**src/rtl/alarm_pkg.sv**
```systemverilog
// alarm_pkg: shared state encoding and time-field limits for the alarm stage
package alarm_pkg;
    localparam int HOUR_W = 5;
    localparam int MIN_W = 6;
    localparam logic [HOUR_W-1:0] MAX_HOUR = 5'd23;
    localparam logic [MIN_W-1:0] MAX_MIN = 6'd59;
    typedef enum logic [2:0] {
        IDLE      = 3'd0,
        EDIT_HOUR = 3'd1,
        EDIT_MIN  = 3'd2,
        RINGING   = 3'd3,
        SNOOZE    = 3'd4
    } state_t;
endpackage

```
**src/rtl/alarm_unit_buzzer_tone_gen.sv**
```systemverilog
// buzzer_tone_gen: square wave toggling every BUZZ_DIV cycles while enabled
module buzzer_tone_gen #(
    parameter int BUZZ_DIV = 25000
) (
    input  logic clk,
    input  logic rst_n,
    input  logic en,
    output logic buzzer
);
    localparam int DW = $clog2(BUZZ_DIV + 1);
    localparam logic [DW-1:0] DIV_LAST = DW'(BUZZ_DIV - 1);
    logic [DW-1:0] div;
    always_ff @(posedge clk) begin
        if (!rst_n || !en) begin
            div <= '0;
            buzzer <= 1'b0;
        end else begin
            div <= div == DIV_LAST ? '0 : div + 1'b1;
            buzzer <= div == DIV_LAST ? ~buzzer : buzzer;
        end
    end
endmodule

```
**src/rtl/alarm_unit.sv**
```systemverilog
// alarm_unit: editable alarm time, trigger/ring/snooze FSM and gated buzzer
module alarm_unit
    import alarm_pkg::*;
#(
    parameter int RING_SECONDS = 60,
    parameter int SNOOZE_SECONDS = 300,
    parameter int BUZZ_DIV = 25000
) (
    input  logic              clk,
    input  logic              rst_n,
    input  logic [HOUR_W-1:0] cur_hour,
    input  logic [MIN_W-1:0]  cur_min,
    input  logic [MIN_W-1:0]  cur_sec,
    input  logic              sec_tick,
    input  logic              arm,
    input  logic              set_mode,
    input  logic              up_pulse,
    input  logic              down_pulse,
    input  logic              center_pulse,
    output logic [HOUR_W-1:0] alarm_hour,
    output logic [MIN_W-1:0]  alarm_min,
    output logic              ringing,
    output logic              buzzer,
    output logic [2:0]        state
);
    localparam int RW = $clog2(RING_SECONDS + 1);
    localparam int SW = $clog2(SNOOZE_SECONDS + 1);
    localparam logic [RW-1:0] RING_LAST = RW'(RING_SECONDS - 1);
    localparam logic [SW-1:0] SNOOZE_LAST = SW'(SNOOZE_SECONDS - 1);
    state_t st, st_next;
    logic [HOUR_W-1:0] hour_next;
    logic [MIN_W-1:0] min_next;
    logic [RW-1:0] ring_cnt, ring_next;
    logic [SW-1:0] snz_cnt, snz_next;
    logic trigger, inc, dec;
    assign trigger = arm && sec_tick && cur_hour == alarm_hour && cur_min == alarm_min && cur_sec == '0;
    assign inc = up_pulse && !down_pulse;
    assign dec = down_pulse && !up_pulse;
    assign state = st;
    always_comb begin
        st_next = st;
        hour_next = alarm_hour;
        min_next = alarm_min;
        ring_next = ring_cnt;
        snz_next = snz_cnt;
        case (st)
            IDLE: begin
                if (set_mode && center_pulse) st_next = EDIT_HOUR;
                else if (trigger) begin
                    st_next = RINGING;
                    ring_next = '0;
                end
            end
            EDIT_HOUR: begin
                if (!set_mode) st_next = IDLE;
                else if (center_pulse) st_next = EDIT_MIN;
                else hour_next = inc ? (alarm_hour == MAX_HOUR ? '0 : alarm_hour + 1'b1)
                               : dec ? (alarm_hour == '0 ? MAX_HOUR : alarm_hour - 1'b1)
                               : alarm_hour;
            end
            EDIT_MIN: begin
                if (!set_mode || center_pulse) st_next = IDLE;
                else min_next = inc ? (alarm_min == MAX_MIN ? '0 : alarm_min + 1'b1)
                              : dec ? (alarm_min == '0 ? MAX_MIN : alarm_min - 1'b1)
                              : alarm_min;
            end
            RINGING: begin
                if (!arm || center_pulse) st_next = IDLE;
                else if (up_pulse || down_pulse) begin
                    st_next = SNOOZE;
                    snz_next = '0;
                end else if (sec_tick) begin
                    st_next = ring_cnt == RING_LAST ? IDLE : RINGING;
                    ring_next = ring_cnt + 1'b1;
                end
            end
            SNOOZE: begin
                if (!arm || center_pulse) st_next = IDLE;
                else if (sec_tick) begin
                    st_next = snz_cnt == SNOOZE_LAST ? RINGING : SNOOZE;
                    snz_next = snz_cnt + 1'b1;
                    ring_next = '0;
                end
            end
            default: st_next = IDLE;
        endcase
    end
    always_ff @(posedge clk) begin
        if (!rst_n) begin
            st <= IDLE;
            alarm_hour <= '0;
            alarm_min <= '0;
            ring_cnt <= '0;
            snz_cnt <= '0;
            ringing <= 1'b0;
        end else begin
            st <= st_next;
            alarm_hour <= hour_next;
            alarm_min <= min_next;
            ring_cnt <= ring_next;
            snz_cnt <= snz_next;
            ringing <= st_next == RINGING;
        end
    end
    // divider only runs across cycles that both start and end in RINGING
    buzzer_tone_gen #(.BUZZ_DIV(BUZZ_DIV)) u_tone (
        .clk(clk),
        .rst_n(rst_n),
        .en(st == RINGING && st_next == RINGING),
        .buzzer(buzzer)
    );
endmodule

```
**config.mk**
```make
export PLATFORM = sky130hd
export DESIGN_NAME = alarm_unit
export DESIGN_NICKNAME = d
export VERILOG_FILES = /design/src/rtl/alarm_pkg.sv /design/src/rtl/alarm_unit_buzzer_tone_gen.sv /design/src/rtl/alarm_unit.sv
export SDC_FILE = /design/constraint.sdc
export NUM_CORES = 1
export LEC_CHECK = 0
export ABC_AREA = 1
export CORE_UTILIZATION = 31
export CTS_CLUSTER_DIAMETER = 200
export DETAILED_ROUTE_END_ITERATION = 8
export GPL_TIMING_DRIVEN = 0
export HOLD_SLACK_MARGIN = 0.12
export SYNTH_ARGS = -nofsm -noshare
export SYNTH_HDL_FRONTEND = slang
export SYNTH_SLANG_ARGS = --single-unit
```
**constraint.sdc**
```tcl
create_clock -name clk -period 2.33 [get_ports clk]
set_clock_uncertainty 0.15 [all_clocks]
set_input_delay 0.699 -clock clk [delete_from_list [all_inputs] [get_ports clk]]
set_output_delay 0.699 -clock clk [all_outputs]
set_load 0.02 [all_outputs]
```
==> results.md <==
* Status: completed
* Largest delay share family, worst path: buffers and inverters
* Antenna violations before repair at 0
* Adder-cell share of the synthesized area at 4.14%
* Vias at 2942
* Crit end category: output port
* Area contributors post-synth: dfxtp_1, nand2_1, inv_1, nand3_1, nor2_1
* Max_cap viols at 0
* GRT Total Usage at around 15%
* RSZ-0062 raised after global routing: false
* Worst VDD drop at ~0.24 mV
* Worst R2R Path Depth at 8
* Fmax at 0.447 GHz
* Post-route insts no fill at 630
* Die Y at 101 microns
* Post-synth EDFFs at 0
* Post-synthesis register bit count at 46
* Root buffer cell: clkbuf_8
* Setup violators final at 0
* Hold Slack at 335 ps
* Largest family of logic cells by synthesized area: simple AND/OR/NAND/NOR gates
* IO Pins at 41
* Crit path depth at 1
* Startpoint types: register
* XOR/XNOR Fraction of Synth Area at 7.24%
* Nets at 535
* Die Width at 101 microns
* Clk sinks at 46
* Synth Area per Inst at 6.70 sq um
* Pwr dens at ~430 nW/um^2
* Least-Margin Pin Slew at 484 ps
* Area grow syn2layout at 23.3%
* Post-Place Cells at 620
* Post-synthesis compound-gate area fraction at 11.2%
* Data arrival, critical path at 1390 ps
* Synthesized area at 3020 sq um
* Post-route ant nets at 0
* CTS Buf Count at 5
* Yosys cell types at 39
* Synth Area in Simple Gates at 37.2%
* Post-DR wirelength/cell at between 10 and 15 microns
* Deepest clock path buffer count at 2
* Final RePlAce weighted congestion at around 0.84
* Syn Inst Count at between 400 and 500
* Slew headroom at 67.5%
* Slowest cell on crit path: clkdlybuf4s50_1
* Crit path max fanout at 6
* Crit path cell chain: clkdlybuf4s50_1
* Core ar. at 9330 sq um
* Leak at 0.00149 uW
* Total routed wirelength at 7110 microns
* Vias per Instance at between 4 and 5
* CP required at 1480 ps
* Placed wire-length estimate at around 5400 microns
* Primary FF master, synth: dfxtp_1
* Slew Viols, Final at 0
* Crit path time final at 2240 ps
* Clock Latency Late Sink at 310 ps
* Vias in the first global route at 2832
* Area share of the largest cell type after synthesis at between 30% and 40%
* Sw Pwr at 409 uW
* Flop pwr share at 50.1%
* Final Cycle Share at 96.0%
* Sequential fraction of the synthesis area at 30.5%
* Number of buffers and inverters on the critical path at 1
* First-pass DRT Iterations at 4
* Dominant cell type by area after synthesis: dfxtp_1
* Fin area at 3730 sq um
* Asr flop ratio synth at 0%
* Post-synthesis mux area share at 0%
* Die area at 10200 sq um
* Iter 0 DRT Violations at about 110
* Final Hold Vio Count at 0
* Tot Pwr at approximately 1600 uW
* Switching Fraction at 25.5%
* Clock-pin slew on the worst setup and hold paths at 90 ps
* Initial Utilization at 32.4%
* Number of I/O port buffers at 40
* Fraction of layout cells with a size suffix above 1 at 10.6%
* First-pass GRT wire length at 12400 microns
* CP Class: register to output port
* Most frequent cell after synthesis: nand2_1
* Synth Warn # at 0
* Clock power share at 38.0%
* Residual DRC at 0
* H-Tree Depth at 2
* Logic pwr share at 12.0%
* GR Overflow Total at 0
* Hold Crit Depth at 2
* Row Count at 35
* Power Internal at 1200 uW
* Tightest Hold Check Type: register to register
* Max incr delay on CP at 650 ps
* Post-Place Cell Area at 3580 sq um
* Largest net degree at the start of global routing at 15
* Syn_nets at 486
* Post-synth top cells: nand2_1, inv_1, dfxtp_1
* Diode count at 0
* CTS tree: yes
==> final cells by class <==
cell class	count	area, sq um
Multi-Input combinational cell	330	1810
Tap cell	129	161
Fill cell	976	5600
Sequential cell	46	925
Buffer	6	33.8
Inverter	69	263
Clock buffer	6	72.6
Clock inverter	2	37.5
Timing Repair Buffer	42	420
==> worst register-to-register path, stage by stage, from the launching register on <==
cell	delay, ps
dfxtp_1	380
ha_1	260
nand3_2	110
nor3_2	270
nand3_1	160
nor2_1	170
nand2_1	90
nand2_1	60
nor3b_1	190
==> layout by cell type (no fill, tap or decap), types with 3 or more instances in the layout <==
cell type         n
nand2_4           3
buf_2             3
inv_2             6
o211ai_1          3
nor2_2            4
nor2_1           41
dfxtp_1          43
nand4_1          10
clkdlybuf4s50_1  35
a21oi_2           5
xor2_1           17
or2_2             4
a21oi_1          25
dfxtp_2           3
o21ai_0          14
xnor2_1           8
nand2_1          99
dlymetal6s2s_1    3
clkbuf_8          5
nor3_1           22
ha_1             10
nand3_1          41
nand2_2           3
inv_1            59
nor3_2            3
a31oi_1           4
clkbuf_1          3
==> repair_timing <==
action                                  CTS  global route
endpoints found under the setup margin    3            14
cloned                                    0             0
resized for setup                         3             9
pin swaps                                 0             0
hold buffers                              0             0
setup buffers                             0             2
==> metal layers <==
layer | up-vias | part of all wire (%) | track usage [%]
li1 | 1560 | - | -
met1 | 1323 | 49 | 19.7
met2 | 52 | 46 | 25.7
met3 | 7 | 3.4 | 2.50
met4 | 0 | 1.7 | 5.57
met5 | - | 0 | 0
==> sequential cells by signal, indices dropped and copies added, names as in the netlist <==
| signal | flops |
|---|---|
| alarm_hour | 5 |
| alarm_min | 6 |
| ring_cnt | 6 |
| ringing | 1 |
| snz_cnt | 9 |
| state | 3 |
| u_tone.buzzer | 1 |
| u_tone.div | 15 |
==> final timing paths <==
kind                                      from              to  slack (ps)
worst max register to register   u_tone.div[0]  u_tone.div[10]         420
worst min-delay path            u_tone.div[13]  u_tone.div[13]         340
worst min register to register  u_tone.div[13]  u_tone.div[13]         340
worst max-delay path             alarm_hour[4]   alarm_hour[4]          90
==> power groups by stage <==
stage	Sequential [uW]	Combinational, uW	Clock (uW)
after floorplan	827	105	0
after global placement	824	190	0
after detailed placement	823	193	0
after CTS	805	192	632
after global routing	807	213	662
final	805	192	610
==> cells by family after synthesis <==
group | count (synthesis)
fa+ha+maj | 10
buf+inv | 75
xor+xnor | 25
compound gates | 56
simple gates | 239
flops | 46
==> metrics by stage <==
stage	utilization [%]	setup WS [ps]	TNS (ps)
6_report	39.9	94.4	0
5_1_grt	39.9	7.58	0
4_1_cts	39.6	11.0	0
3_5_place_dp	38.4	-227	-6320
3_3_place_gp	38.4	-260	-5540
2_1_floorplan	-	470	0
No activity file was read; power rests on OpenSTA's default activity.
